<file path="src/rtl/mem_tile_bank_arbiter.sv">
// Round-robin arbiter sharing one latency-1 single-port SRAM bank between
// NumReq requesters. Read data returns to the granted requester one cycle
// after the grant. Optional zeroization sweep after reset is compiled in by
// defining MEM_TILE_ARB_ZEROIZE_EN.
module mem_tile_bank_arbiter #(
  parameter int unsigned NumReq    = 2,
  parameter int unsigned NumWords  = 512,
  parameter int unsigned DataWidth = 256,
  parameter int unsigned AddrWidth = $clog2(NumWords)
) (
  input  logic                             clk_i,
  input  logic                             rst_i,
  input  logic [NumReq-1:0]                req_i,
  output logic [NumReq-1:0]                gnt_o,
  input  logic [NumReq-1:0]                we_i,
  input  logic [NumReq*AddrWidth-1:0]      addr_i,
  input  logic [NumReq*DataWidth-1:0]      wdata_i,
  input  logic [NumReq*(DataWidth/8)-1:0]  be_i,
  output logic [NumReq-1:0]                rvalid_o,
  output logic [NumReq*DataWidth-1:0]      rdata_o,
  output logic                             sram_req_o,
  output logic                             sram_we_o,
  output logic [AddrWidth-1:0]             sram_addr_o,
  output logic [DataWidth-1:0]             sram_wdata_o,
  output logic [DataWidth/8-1:0]           sram_be_o,
  input  logic [DataWidth-1:0]             sram_rdata_i,
  output logic                             init_done_o
);

  localparam int unsigned BeWidth = DataWidth / 8;
  localparam int unsigned RrWidth = (NumReq > 1) ? $clog2(NumReq) : 1;

`ifdef MEM_TILE_ARB_ZEROIZE_EN
  typedef enum logic {INIT, RUN} state_e;
  logic [AddrWidth-1:0] init_cnt_q;
`else
  typedef enum logic {RUN} state_e;
`endif

  state_e state_q, state_d;

  logic [RrWidth-1:0] rr_q, rr_next;
  logic [RrWidth-1:0] owner_q;
  logic               pend_q;
  logic [RrWidth-1:0] win_idx;
  logic               win_valid;
  logic [RrWidth-1:0] cand;
  int unsigned        sum;

  // State register (and zeroization counter when compiled in)
  always_ff @(posedge clk_i) begin
    if (rst_i) begin
`ifdef MEM_TILE_ARB_ZEROIZE_EN
      state_q    <= INIT;
      init_cnt_q <= '0;
`else
      state_q    <= RUN;
`endif
    end else begin
      state_q <= state_d;
`ifdef MEM_TILE_ARB_ZEROIZE_EN
      if (state_q == INIT) init_cnt_q <= init_cnt_q + 1'b1;
`endif
    end
  end

  // Next-state: leave INIT after the last word has been cleared
  always_comb begin
    state_d = state_q;
`ifdef MEM_TILE_ARB_ZEROIZE_EN
    if (state_q == INIT && init_cnt_q == AddrWidth'(NumWords - 1)) state_d = RUN;
`endif
  end

  // Round-robin scan starting at rr_q, wrapping modulo NumReq
  always_comb begin
    win_valid = 1'b0;
    win_idx   = '0;
    cand      = '0;
    sum       = 0;
    for (int unsigned i = 0; i < NumReq; i++) begin
      sum = int'(rr_q) + i;
      if (sum >= NumReq) sum = sum - NumReq;
      cand = RrWidth'(sum);
      if (!win_valid && req_i[cand]) begin
        win_valid = 1'b1;
        win_idx   = cand;
      end
    end
    rr_next = (win_idx == RrWidth'(NumReq - 1)) ? '0 : win_idx + 1'b1;
  end

  // Outputs: grant and SRAM mux in RUN, clearing writes in INIT, idle otherwise
  always_comb begin
    gnt_o        = '0;
    sram_req_o   = 1'b0;
    sram_we_o    = 1'b0;
    sram_addr_o  = '0;
    sram_wdata_o = '0;
    sram_be_o    = '0;
`ifdef MEM_TILE_ARB_ZEROIZE_EN
    init_done_o  = !rst_i && (state_q == RUN);
`else
    init_done_o  = 1'b1;
`endif
    if (!rst_i) begin
      if (state_q == RUN) begin
        for (int unsigned j = 0; j < NumReq; j++) begin
          gnt_o[j] = win_valid && (win_idx == RrWidth'(j));
          if (gnt_o[j]) begin
            sram_we_o    = we_i[j];
            sram_addr_o  = addr_i[j*AddrWidth +: AddrWidth];
            sram_wdata_o = wdata_i[j*DataWidth +: DataWidth];
            sram_be_o    = be_i[j*BeWidth +: BeWidth];
          end
        end
        sram_req_o = win_valid;
      end
`ifdef MEM_TILE_ARB_ZEROIZE_EN
      else begin
        sram_req_o  = 1'b1;
        sram_we_o   = 1'b1;
        sram_addr_o = init_cnt_q;
        sram_be_o   = '1;
      end
`endif
    end
  end

  // Priority pointer and response ownership tracking
  always_ff @(posedge clk_i) begin
    if (rst_i) begin
      rr_q    <= '0;
      owner_q <= '0;
      pend_q  <= 1'b0;
    end else begin
      pend_q <= |gnt_o;
      if (|gnt_o) begin
        owner_q <= win_idx;
        rr_q    <= rr_next;
      end
    end
  end

  // Response steering: only the owner lane carries data, others read zero
  always_comb begin
    rvalid_o = '0;
    rdata_o  = '0;
    for (int unsigned j = 0; j < NumReq; j++) begin
      rvalid_o[j] = pend_q && (owner_q == RrWidth'(j));
      if (rvalid_o[j]) rdata_o[j*DataWidth +: DataWidth] = sram_rdata_i;
    end
  end

endmodule
</file>
<file path="config.mk">
export PLATFORM = sky130hd
export DESIGN_NAME = mem_tile_bank_arbiter
export DESIGN_NICKNAME = d
export VERILOG_FILES = /design/src/rtl/mem_tile_bank_arbiter.sv
export SDC_FILE = /design/constraint.sdc
export NUM_CORES = 1
export LEC_CHECK = 0
export BUFFER_PORTS_ARGS = -buffer_cell sky130_fd_sc_hd__buf_2
export CAP_MARGIN = 20
export CORE_AREA = 10 10 642 644
export DETAILED_ROUTE_END_ITERATION = 10
export DIE_AREA = 0 0 652 654
export PLACE_DENSITY_LB_ADDON = 0.12
export SYNTH_ARGS = -nofsm -noshare
export SYNTH_HDL_FRONTEND = slang
export SYNTH_SLANG_ARGS = --single-unit
</file>
<file path="constraint.sdc">
create_clock -name clk_i -period 1.5 [get_ports clk_i]
set_clock_uncertainty 0.1 [all_clocks]
set_input_delay 0.15 -clock clk_i [delete_from_list [all_inputs] [get_ports clk_i]]
set_output_delay 0.15 -clock clk_i [all_outputs]
set_load 0.02 [all_outputs]
</file>
==> results.rst <==
.. list-table::
   :header-rows: 1

   * - Metric
     - Value
   * - Result of the run
     - complete, but fails checks
   * - Violated checks
     - setup timing
   * - Maximum clock path buffer count
     - 2
   * - Number of cells traversed by the worst register-to-register path
     - 6
   * - Top cells by area, synth
     - sky130_fd_sc_hd__a32oi_1 (32%), sky130_fd_sc_hd__and2_1 (20%), sky130_fd_sc_hd__and3_1 (20%)
   * - Rel. slew slack
     - 59.34%
   * - Wire length of the first global-routing pass
     - 327,600 um
   * - GPL Wtd Cong
     - 1.017
   * - Total global routing track utilization
     - 12.33%
   * - Number of storage elements in the synthesis netlist
     - 3
   * - Fin Setup TNS
     - -404.49 ns
   * - End of the worst register-to-register path
     - owner_q$_SDFFE_PP0P_
   * - Routed length per instance
     - 33.63 um
   * - Origin of the critical flop-to-flop path
     - rr_q$_SDFFE_PP0P_
   * - Switching component of the power
     - 0.006407 W
   * - Cell with the largest stage delay on the worst path
     - sky130_fd_sc_hd__a32oi_4
   * - Register-to-register setup slack
     - 0.08 ns
   * - Crit path launch type
     - flip-flop
   * - Clk Tree Root Cell
     - sky130_fd_sc_hd__clkbuf_16
   * - Ys Warns
     - 0
   * - Area of the die
     - 0.4264 mm2
   * - Maximum clock frequency
     - 438.7 MHz
   * - Post-place instance area
     - 0.02589 mm2
   * - Die height
     - 654 um
   * - Most frequently used cell type in the post-synthesis netlist
     - sky130_fd_sc_hd__nor2_1
   * - Number of endpoints failing setup at the final stage
     - 814
   * - Leakage power
     - 13.45 nW
   * - Net switching share of the total power
     - 58.44%
   * - CTS clock-pin slew for the worst setup and hold paths
     - 0.03 ns
   * - Number of iterations in the first detailed-routing pass
     - 7
   * - Combinational fraction of design power
     - 95.1%
   * - Number of endpoints with negative hold slack in the final report
     - 0
   * - Number of global-route vias before repair
     - 20,250
   * - Initial DRC Count
     - 1,526
   * - Maxcap violations
     - 0
   * - Total vias in the final route
     - 21,520
   * - Clock sink count
     - 3
   * - Top FF cell, synth
     - sky130_fd_sc_hd__dfxtp_1
   * - Die X-Extent
     - 652 um
   * - GRT overflow
     - 0
   * - Per-cell via count in the routed design
     - 2.554
   * - Post-synth cell types
     - 17
   * - Area of the mapped netlist
     - 0.008133 mm2
   * - Type of the most critical hold path
     - in -> reg
   * - Total power consumption of the routed design
     - 0.01096 W
   * - Period minus WS final
     - 2.279 ns
   * - Number of buffers created by CTS
     - 3
   * - End point of the most critical hold path
     - pend_q$_SDFF_PP0_
   * - CP endpoint kind
     - primary output
   * - Synth top area share
     - 32.09%
   * - Number of non-filler instances in the completed layout
     - 8,425
   * - Cell-internal power
     - 0.004556 W
   * - Post-synthesis async set-or-reset flop share
     - 0%
   * - Cells along the critical path
     - nand2b_4, buf_4, a32oi_4, buf_4, nor2_1, buf_4, buf_12
   * - Biggest cell delay along the critical path
     - 0.42 ns
   * - Hold_ws
     - 0.1684 ns
   * - Count of input and output buffers
     - 1,670
   * - Max Slew Vio Count
     - 0
   * - Part of the total power dissipated in the clock network
     - 3.8%
   * - Layout Cell Area excl Fill
     - 0.02936 mm2
   * - Number of nets at the end of the flow
     - 3,952
   * - Share of synthesized area occupied by flip-flops and latches
     - 0.7385%
   * - Largest net degree at the start of global routing
     - 51
   * - Worst EP arrival
     - 2.03 ns
   * - Placeable core region
     - 0.3986 mm2
   * - CTS Hold Bufs
     - 0
   * - Fraction of layout instances using a drive strength above 1
     - 74.02%
   * - RSZ-0062 raised after global routing
     - yes
   * - Number of synthesized flops with an enable pin
     - 0
   * - Final clock period utilization by the worst path
     - 152.0%
   * - Family with the most delay on the worst path
     - buffers and inverters
   * - Avg Synthesized Cell Area
     - 6.042 um2
   * - H-tree level count
     - 1
   * - Depth of the worst hold-timing path
     - 3
   * - Cell with the most instances on the worst path
     - sky130_fd_sc_hd__buf_4
   * - Crit path buf inv count
     - 4
   * - Minimum setup slack in the final design
     - -0.7795 ns
   * - Worst supply voltage drop on vdd
     - 0.2715 mV
   * - Starting density of the core
     - 2.041%
   * - Initial antenna violation count
     - 380
   * - Cell taking the most area after synthesis
     - sky130_fd_sc_hd__a32oi_1
   * - Cell count after synthesis
     - 1,346
   * - HPWL after DPL
     - 262,300 um
   * - Cell Rows
     - 232
   * - Antenna Nets Post-Route
     - 0
   * - Number of remaining DRC errors
     - 0
   * - Critical path required time
     - 1.25 ns
   * - Final WL
     - 283,300 um
   * - Kind of critical path
     - reg -> out
   * - Growth of design area from synthesis to finish
     - 261.0%
   * - Largest fanout on the critical path
     - 10
   * - Transition at the pin with the smallest max-transition slack
     - 0.6099 ns
   * - Power per cell area
     - 373.3 mW/mm2
   * - Register share of total power
     - 1.0%
   * - Clock latency on the worst-skew pair
     - 0.22 ns
   * - Number of top-level design ports
     - 1,672
   * - TritonCTS clock tree
     - built
   * - Commonest cells in the netlist
     - sky130_fd_sc_hd__nor2_1 (302), sky130_fd_sc_hd__a32oi_1 (298), sky130_fd_sc_hd__and2_1 (257)
   * - Total placed cells including tap cells
     - 8,304
   * - Total nets after synthesis
     - 2,202
   * - Startpoint of the worst hold path
     - req_i[0]
==> registers in the layout (all words and copies together), names as in the netlist <==
register	flops
owner_q	1
pend_q	1
rr_q	1
==> tightest hold or removal path, cell delays in order <==
cell and delay (ns):
sky130_fd_sc_hd__buf_2 0.14, sky130_fd_sc_hd__nor2_1 0.08, sky130_fd_sc_hd__nor2_1 0.08
==> power groups by stage <==
| stage | registers, W | logic [W] | clock network, W |
|---|---|---|---|
| 3_3_place_gp | 0.000117 | 0.00935 | 0 |
| 3_5_place_dp | 0.000117 | 0.00929 | 0 |
| 2_1_floorplan | 0.0000903 | 0.00346 | 0 |
| 4_1_cts | 0.000117 | 0.0103 | 0.000429 |
| 6_report | 0.000111 | 0.0104 | 0.000421 |
| 5_1_grt | 0.000115 | 0.0109 | 0.000438 |
==> final cells by class <==
type                            count  area, um2
Sequential cell                     3      68.82
Tap cell                         5265       6588
Multi-Input combinational cell   1123       8666
Timing Repair Buffer             1965      13800
Fill cell                       47390     369200
Clock buffer                        4      78.83
Antenna cell                       65      162.7
==> cells by family after synthesis <==
group                  Yosys count  share of synthesized area, %
flip-flops                       3                        0.7385
other                            1                       0.04611
AND/OR/NAND/NOR                821                         53.86
buffers and inverters          220                         13.00
AO/OA/AOI/OAI                  301                         32.35
==> timing repair <==
item	in CTS	in global routing
gates cloned	13	8
hold endpoints to repair	0	0
setup buffers	25	13
setup endpoints to repair	815	815
resized for setup	322	234
pin swaps	39	69
==> worst max path at each step <==
stage	slack, ns	cells past startpoint	to	startpoint
floorplan	0.02	5	sram_wdata_o[153]	rr_q$_SDFFE_PP0P_
global placement	-0.84	8	sram_wdata_o[144]	rr_q$_SDFFE_PP0P_
detailed placement	-0.83	8	sram_wdata_o[144]	req_i[0]
CTS	-0.77	9	sram_wdata_o[250]	rr_q$_SDFFE_PP0P_
global route	-0.78	6	sram_wdata_o[35]	rr_q$_SDFFE_PP0P_
finish	-0.78	7	sram_wdata_o[32]	rr_q$_SDFFE_PP0P_
==> placed cells by master (no fill, tap or decap) <==
| cell | n |
|---|---|
| sky130_fd_sc_hd__a21boi_4 | 1 |
| sky130_fd_sc_hd__clkbuf_1 | 1 |
| sky130_fd_sc_hd__clkbuf_4 | 3 |
| sky130_fd_sc_hd__nor2_4 | 17 |
| sky130_fd_sc_hd__buf_8 | 13 |
| sky130_fd_sc_hd__nand2b_1 | 2 |
| sky130_fd_sc_hd__and2_1 | 254 |
| sky130_fd_sc_hd__nor2_2 | 194 |
| sky130_fd_sc_hd__and3_1 | 256 |
| sky130_fd_sc_hd__dfxtp_4 | 2 |
| sky130_fd_sc_hd__bufbuf_16 | 2 |
| sky130_fd_sc_hd__buf_6 | 145 |
| sky130_fd_sc_hd__nor2_1 | 91 |
| sky130_fd_sc_hd__a32oi_1 | 196 |
| sky130_fd_sc_hd__a21oi_1 | 2 |
| sky130_fd_sc_hd__diode_2 | 65 |
| sky130_fd_sc_hd__buf_2 | 1469 |
| sky130_fd_sc_hd__conb_1 | 1 |
| sky130_fd_sc_hd__a32oi_4 | 21 |
| sky130_fd_sc_hd__nor2b_4 | 2 |
| sky130_fd_sc_hd__buf_12 | 127 |
| sky130_fd_sc_hd__nand2b_4 | 1 |
| sky130_fd_sc_hd__and2_4 | 3 |
| sky130_fd_sc_hd__dfxtp_2 | 1 |
| sky130_fd_sc_hd__a32oi_2 | 81 |
| sky130_fd_sc_hd__buf_4 | 183 |
| sky130_fd_sc_hd__nand2_1 | 1 |
| sky130_fd_sc_hd__clkbuf_16 | 10 |
| sky130_fd_sc_hd__buf_16 | 16 |
==> per-layer routing <==
layer / track usage (%) / vias up / part of all wire, %
met5: 0 / - / 0.49
met1: 13.91 / 10320 / 37
met4: 0.3562 / 208 / 1.5
met2: 22.23 / 1733 / 49
met3: 5.794 / 649 / 12
li1: - / 8608 / -
==> per-stage QoR <==
| stage | utilization, % | worst slack [ns] |
|---|---|---|
| floorplan | - | 0.02064 |
| global placement | 6.497 | -0.8373 |
| detailed placement | 6.497 | -0.8287 |
| CTS | 7.040 | -0.7654 |
| global route | 7.332 | -0.7849 |
| finish | 7.367 | -0.7795 |
Note: power is estimated with default switching activity, not from simulation.
